`src/rtl/dff_chain_pkg.sv`:
```
// Shared constants, types and helpers for the DFF-chain deserializer.
// Build option DFF_DESER_PARITY_EN appends one even-parity bit to every frame.
package dff_chain_pkg;

   localparam int unsigned DESER_WIDTH_DEF = 8;

`ifdef DFF_DESER_PARITY_EN
   localparam int unsigned DESER_PAR_BITS = 1;
`else
   localparam int unsigned DESER_PAR_BITS = 0;
`endif

   typedef enum logic {
      SLOT_EMPTY = 1'b0,
      SLOT_FULL  = 1'b1
   } slot_state_t;

   function automatic int unsigned clog2(input int unsigned value);
      int unsigned result;
      result = 0;
      if (value > 1) begin
         for (int unsigned v = value - 1; v > 0; v = v >> 1) begin
            result = result + 1;
         end
      end
      return result;
   endfunction

endpackage

```
`src/rtl/dff_deser_shift.sv`:
```
// Serial-to-parallel shift register with frame bit counter; o_done pulses
// combinationally on the frame's final bit with the completed word on o_word.
module dff_deser_shift
   import dff_chain_pkg::*;
#(
   parameter int unsigned  WIDTH     = DESER_WIDTH_DEF,
   parameter int unsigned  MSB_FIRST = 1,
   localparam int unsigned FRAME_LEN = WIDTH + DESER_PAR_BITS,
   localparam int unsigned CNT_W     = clog2(FRAME_LEN + 1)
) (
   input  logic             i_clk,
   input  logic             i_rst,
   input  logic             i_bit,
   input  logic             i_valid,
   output logic [WIDTH-1:0] o_word,
   output logic             o_done,
`ifdef DFF_DESER_PARITY_EN
   output logic             o_par_err,
`endif
   output logic [CNT_W-1:0] o_count
);

   logic [WIDTH-1:0] r_sr;
   logic [WIDTH-1:0] w_shifted;
   logic [WIDTH-1:0] w_sr_next;
   logic [CNT_W-1:0] r_cnt;
   logic             w_last;
   logic             w_data_bit;

   assign w_last = i_valid && (r_cnt == CNT_W'(FRAME_LEN - 1));

   generate
      if (MSB_FIRST != 0) begin : g_msb
         assign w_shifted = {r_sr[WIDTH-2:0], i_bit};
      end else begin : g_lsb
         assign w_shifted = {i_bit, r_sr[WIDTH-1:1]};
      end
   endgenerate

`ifdef DFF_DESER_PARITY_EN
   // The parity bit is folded into r_par only; it never enters the data word.
   logic r_par;

   assign w_data_bit = (r_cnt != CNT_W'(WIDTH));
   assign o_par_err  = r_par ^ i_bit;

   always_ff @(posedge i_clk) begin
      if (i_rst || w_last) begin
         r_par <= 1'b0;
      end else if (i_valid) begin
         r_par <= r_par ^ i_bit;
      end
   end
`else
   assign w_data_bit = 1'b1;
`endif

   assign w_sr_next = (i_valid && w_data_bit) ? w_shifted : r_sr;

   always_ff @(posedge i_clk) begin
      if (i_rst) begin
         r_sr  <= '0;
         r_cnt <= '0;
      end else begin
         r_sr <= w_sr_next;
         if (i_valid) begin
            r_cnt <= w_last ? '0 : r_cnt + 1'b1;
         end
      end
   end

   assign o_word  = w_sr_next;
   assign o_done  = w_last;
   assign o_count = r_cnt;

endmodule

```
`src/rtl/dff_chain_deserializer.sv`:
```
// Deserializes the delay chain's serial stream into WIDTH-bit words on a
// valid/ready port with sticky overflow. Option: DFF_DESER_PARITY_EN.
module dff_chain_deserializer
   import dff_chain_pkg::*;
#(
   parameter int unsigned  WIDTH     = DESER_WIDTH_DEF,
   parameter int unsigned  MSB_FIRST = 1,
   localparam int unsigned CNT_W     = clog2(WIDTH + DESER_PAR_BITS + 1)
) (
   input  logic             CLK,
   input  logic             RST,
   input  logic             bit_in,
   input  logic             bit_valid,
   output logic [WIDTH-1:0] word_out,
   output logic             word_valid,
   input  logic             word_ready,
   output logic             overflow,
`ifdef DFF_DESER_PARITY_EN
   output logic             parity_err,
`endif
   output logic [CNT_W-1:0] bit_count
);

   slot_state_t      r_state;
   slot_state_t      w_state_next;
   logic [WIDTH-1:0] w_word;
   logic             w_done;
   logic             w_free;
   logic             w_load;
   logic             w_drop;
`ifdef DFF_DESER_PARITY_EN
   logic             w_par_err;
`endif

   dff_deser_shift #(
      .WIDTH     (WIDTH),
      .MSB_FIRST (MSB_FIRST)
   ) u_shift (
      .i_clk     (CLK),
      .i_rst     (RST),
      .i_bit     (bit_in),
      .i_valid   (bit_valid),
      .o_word    (w_word),
      .o_done    (w_done),
`ifdef DFF_DESER_PARITY_EN
      .o_par_err (w_par_err),
`endif
      .o_count   (bit_count)
   );

   // A held slot that is consumed on this edge can take the new word directly.
   assign w_free = (r_state == SLOT_EMPTY) || word_ready;
   assign w_load = w_done && w_free;
   assign w_drop = w_done && !w_free;

   always_comb begin
      w_state_next = r_state;
      case (r_state)
         SLOT_EMPTY: if (w_load) w_state_next = SLOT_FULL;
         SLOT_FULL: begin
            if (w_load) begin
               w_state_next = SLOT_FULL;
            end else if (word_ready) begin
               w_state_next = SLOT_EMPTY;
            end
         end
         default: w_state_next = SLOT_EMPTY;
      endcase
   end

   always_ff @(posedge CLK) begin
      if (RST) begin
         r_state    <= SLOT_EMPTY;
         word_out   <= '0;
         overflow   <= 1'b0;
`ifdef DFF_DESER_PARITY_EN
         parity_err <= 1'b0;
`endif
      end else begin
         r_state <= w_state_next;
         if (w_load) begin
            word_out   <= w_word;
`ifdef DFF_DESER_PARITY_EN
            parity_err <= w_par_err;
`endif
         end
         if (w_drop) begin
            overflow <= 1'b1;
         end
      end
   end

   assign word_valid = (r_state == SLOT_FULL);

endmodule

```
`config.mk`:
```
export PLATFORM = sky130hd
export DESIGN_NAME = dff_chain_deserializer
export DESIGN_NICKNAME = d
export VERILOG_FILES = /design/src/rtl/dff_chain_pkg.sv /design/src/rtl/dff_deser_shift.sv /design/src/rtl/dff_chain_deserializer.sv
export SDC_FILE = /design/constraint.sdc
export NUM_CORES = 1
export LEC_CHECK = 0
export BUFFER_PORTS_ARGS = -buffer_cell sky130_fd_sc_hd__buf_2
export CAP_MARGIN = 40
export CORE_MARGIN = 2
export CORE_UTILIZATION = 30
export CTS_BUF_LIST = sky130_fd_sc_hd__clkbuf_4 sky130_fd_sc_hd__clkbuf_8
export DETAILED_ROUTE_END_ITERATION = 8
export GPL_TIMING_DRIVEN = 1
export RECOVER_POWER = 100
export SLEW_MARGIN = 20
export SYNTH_ARGS = -nofsm -noshare
export SYNTH_HDL_FRONTEND = slang
export SYNTH_HIERARCHICAL = 1
export SYNTH_SLANG_ARGS = --single-unit
```
`constraint.sdc`:
```
create_clock -name CLK -period 1.28 [get_ports CLK]
set_input_delay 0.256 -clock CLK [delete_from_list [all_inputs] [get_ports CLK]]
set_output_delay 0.256 -clock CLK [all_outputs]
set_load 0.03 [all_outputs]
```
==> run_results.csv <==
group,metric,value,unit
drt,drc,0,
synthesis,yosys-top-cells-area,"dfxtp_1 (45%), nand2b_1 (11%), mux2i_1 (8.1%), mux2_2 (8.0%), nor2b_1 (5.7%)",
floorplan,die_width,61.3,um
sta,layout_min_cycle_time,1.25,ns
setup_path,cp_data_arrival_time,1.50,ns
floorplan,initial_core_util,32.0,%
hold_path,whs_path_depth,4,
drt,wirelength,1580,um
sta,tightest_slew,0.421,ns
setup_path,cp.required,1.53,ns
synthesis,yosysTopAreaCell,"dfxtp_1",
layout,diodes,0,
sta,rsz0062_at_grt,"yes",
layout,syn2layout_area_growth,24.9,%
clock_tree,cts_made_buffers,3,
setup_path,path_class,"flop to flop",
floorplan,coreArea,3080,um^2
layout,fin_area,1230,um^2
clock_tree,cts.sink_count,22,
clock_tree,clk_pin_slew,0.12,ns
floorplan,io_pins,19,
layout,num-nets-final,121,
layout,drive_gt1_share,41.2,%
drt,final_antenna_net_count,0,
drt,vias_per_cell,4.11,
drt,wl_per_cell,9.99,um
global_routing,grt_use_total,9.75,%
clock_tree,cts_setup_buffers,2,
sta,setup_viol,0,
setup_path,start_kind,"flop",
power,leakagePower,0.499,nW
floorplan,die-area,3750,um^2
hold_path,hold_path.class,"input port to flop",
sta,fin_hold_ws,0.254,ns
place,place_hpwl,1140,um
hold_path,hold_end,"word_valid",
drt,wl_met3,54,um
setup_path,r2r_start,"u_shift/o_count[0]",
layout,final_cell_mix,"dfxtp_1 (19), buf_2 (18), nand2b_1 (17)",
clock_tree,cts_tree,"yes",
sta,setup_tns,0,ns
synthesis,yosysTopAreaCellShare,44.8,%
sta,drv_slew,0,
setup_path,reg2reg_to,"word_out[0]",
place,dpl-instance-area,1150,um^2
global_routing,grt_pass1_vias,599,
drt,dr.pass1.iters,3,
drt,wl_met2,710,um
sta,period_share,97.8,%
place,io_buffers,18,
synthesis,synth.avg_cell_area,11.2,um^2
run,drv_cap,0,
synthesis,ys_warn_count,6,
setup_path,cp_max_fo,8,
sta,fmax,799,MHz
floorplan,row_count,20,
global_routing,grt_pass1_wl,2640,um
global_routing,grt_start_max_net_pins,30,
synthesis,synthCells,88,
drt,wl_met1,767,um
synthesis,ys_types,24,
sta,skew,0.00495,ns
layout,fill_cells,284,
drt,top_layer,"met4",
global_routing,antenna_found_initial,0,
global_routing,grt_overflow,0,
setup_path,r2r_slack,0.03,ns
place,placed_cells,151,
clock_tree,ctsHoldBuffers,0,
clock_tree,clock_path_buffers,2,
synthesis,syn_nets,94,
clock_tree,clk_latency,0.31,ns
clock_tree,cts-root-buf,"clkbuf_4",
hold_path,hold_start,"word_ready",
clock_tree,htreeDepth,1,
setup_path,cp-end-kind,"flop",
drt,dr_total_vias,650,
synthesis,yosysSeqAreaShare,44.8,%
layout,final_common_cell,"dfxtp_1",
floorplan,die_h,61.3,um
drt,drt_iter0_markers,3,
setup_path,reg2reg_depth,5,
synthesis,synth.ff_latch_count,22,
sta,hold_violations,0,
status,status,"finished clean",
place,routabilityCongestion,0.689,
clock_tree,cts-resized-gates,0,
power,vdd_drop_max,711,uV
layout,finalNonFillerCells,158,
synthesis,syn_area,983,um^2
power,powerDensity,1080,nW/um^2
sta,slew_headroom,71.9,%
==> worst max-delay path by stage <==
stage / slack [ns] / start / end / cells after the start
3_5_place_dp: -0.02 / u_shift/o_count[0] / word_out[0] / 4
6_report: 0.03 / u_shift/o_count[0] / word_out[0] / 5
3_3_place_gp: -0.01 / u_shift/o_count[1] / word_out[6] / 4
5_1_grt: -0.05 / u_shift/o_count[0] / word_out[1] / 5
4_1_cts: 0.0008 / u_shift/o_count[1] / word_out[0] / 5
2_1_floorplan: -0.04 / u_shift/o_count[0] / word_out[0] / 5
==> cell families (layout without fill, tap and decap cells) <==
logic type	after synthesis	in the layout	synth area share, %
DFF	22	22	44.8
muxes	17	17	19.2
AOI/OAI and AO/OA	5	5	4.07
adders and majority gates	1	1	1.27
and+or+nand+nor	38	38	25.4
buffers and inverters	5	31	5.22
==> power by group <==
part	switching (mW)	internal (mW)
logic	0.0500	0.0515
clock network	0.211	0.316
registers	0.00835	0.694
==> layer usage <==
layer  up-vias  GRT usage (%)
met5         -              0
met3         4           1.89
met1       284           12.7
met2        11           14.1
met4         0           7.45
li1        351              -
==> through the flow <==
| step | worst slack, ns | power (mW) | util (%) |
|---|---|---|---|
| 2_1_floorplan | -0.0370 | 0.789 | - |
| 3_3_place_gp | -0.0116 | 0.810 | 37.3 |
| 3_5_place_dp | -0.0234 | 0.813 | 37.3 |
| 4_1_cts | 0.000780 | 1.35 | 39.9 |
| 5_1_grt | -0.0534 | 1.39 | 39.9 |
| 6_report | 0.0282 | 1.33 | 39.9 |
==> layout make-up <==
cell class / count / area [um^2] / share of cell area [%]
Sequential cell: 22 / 449 / 36.6
Tap cell: 44 / 55.1 / 4.48
Clock inverter: 1 / 30.0 / 2.44
Timing Repair Buffer: 27 / 170 / 13.8
Clock buffer: 3 / 22.5 / 1.83
Multi-Input combinational cell: 61 / 502 / 40.8
==> worst max-delay path, stage by stage, from the launching register on <==
cell	delay [ns]
dfxtp_4	0.39
ha_4	0.12
and4b_4	0.22
nor2b_4	0.15
buf_12	0.13
mux2i_1	0.18
==> cells in the mapped netlist <==
library cell	n
dfxtp_1	22
nand2b_1	17
nor2b_1	9
mux2i_1	8
mux2_2	7
nor2_1	3
a21oi_1	2
buf_6	2
mux2_4	2
or3b_1	2
a21bo_2	1
and4b_4	1
buf_12	1
buf_2	1
clkbuf_1	1
ha_1	1
nand2_1	1
nand3b_1	1
nand4_1	1
nor2b_2	1
nor2b_4	1
nor3_1	1
o22ai_2	1
o31ai_1	1
==> flip-flops by register name, indices dropped and copies added, names as in the netlist <==
signal,count
u_shift/o_count,4
overflow,1
word_valid,1
word_out,8
u_shift/r_sr,8
Power figures use the tool's default switching activity.
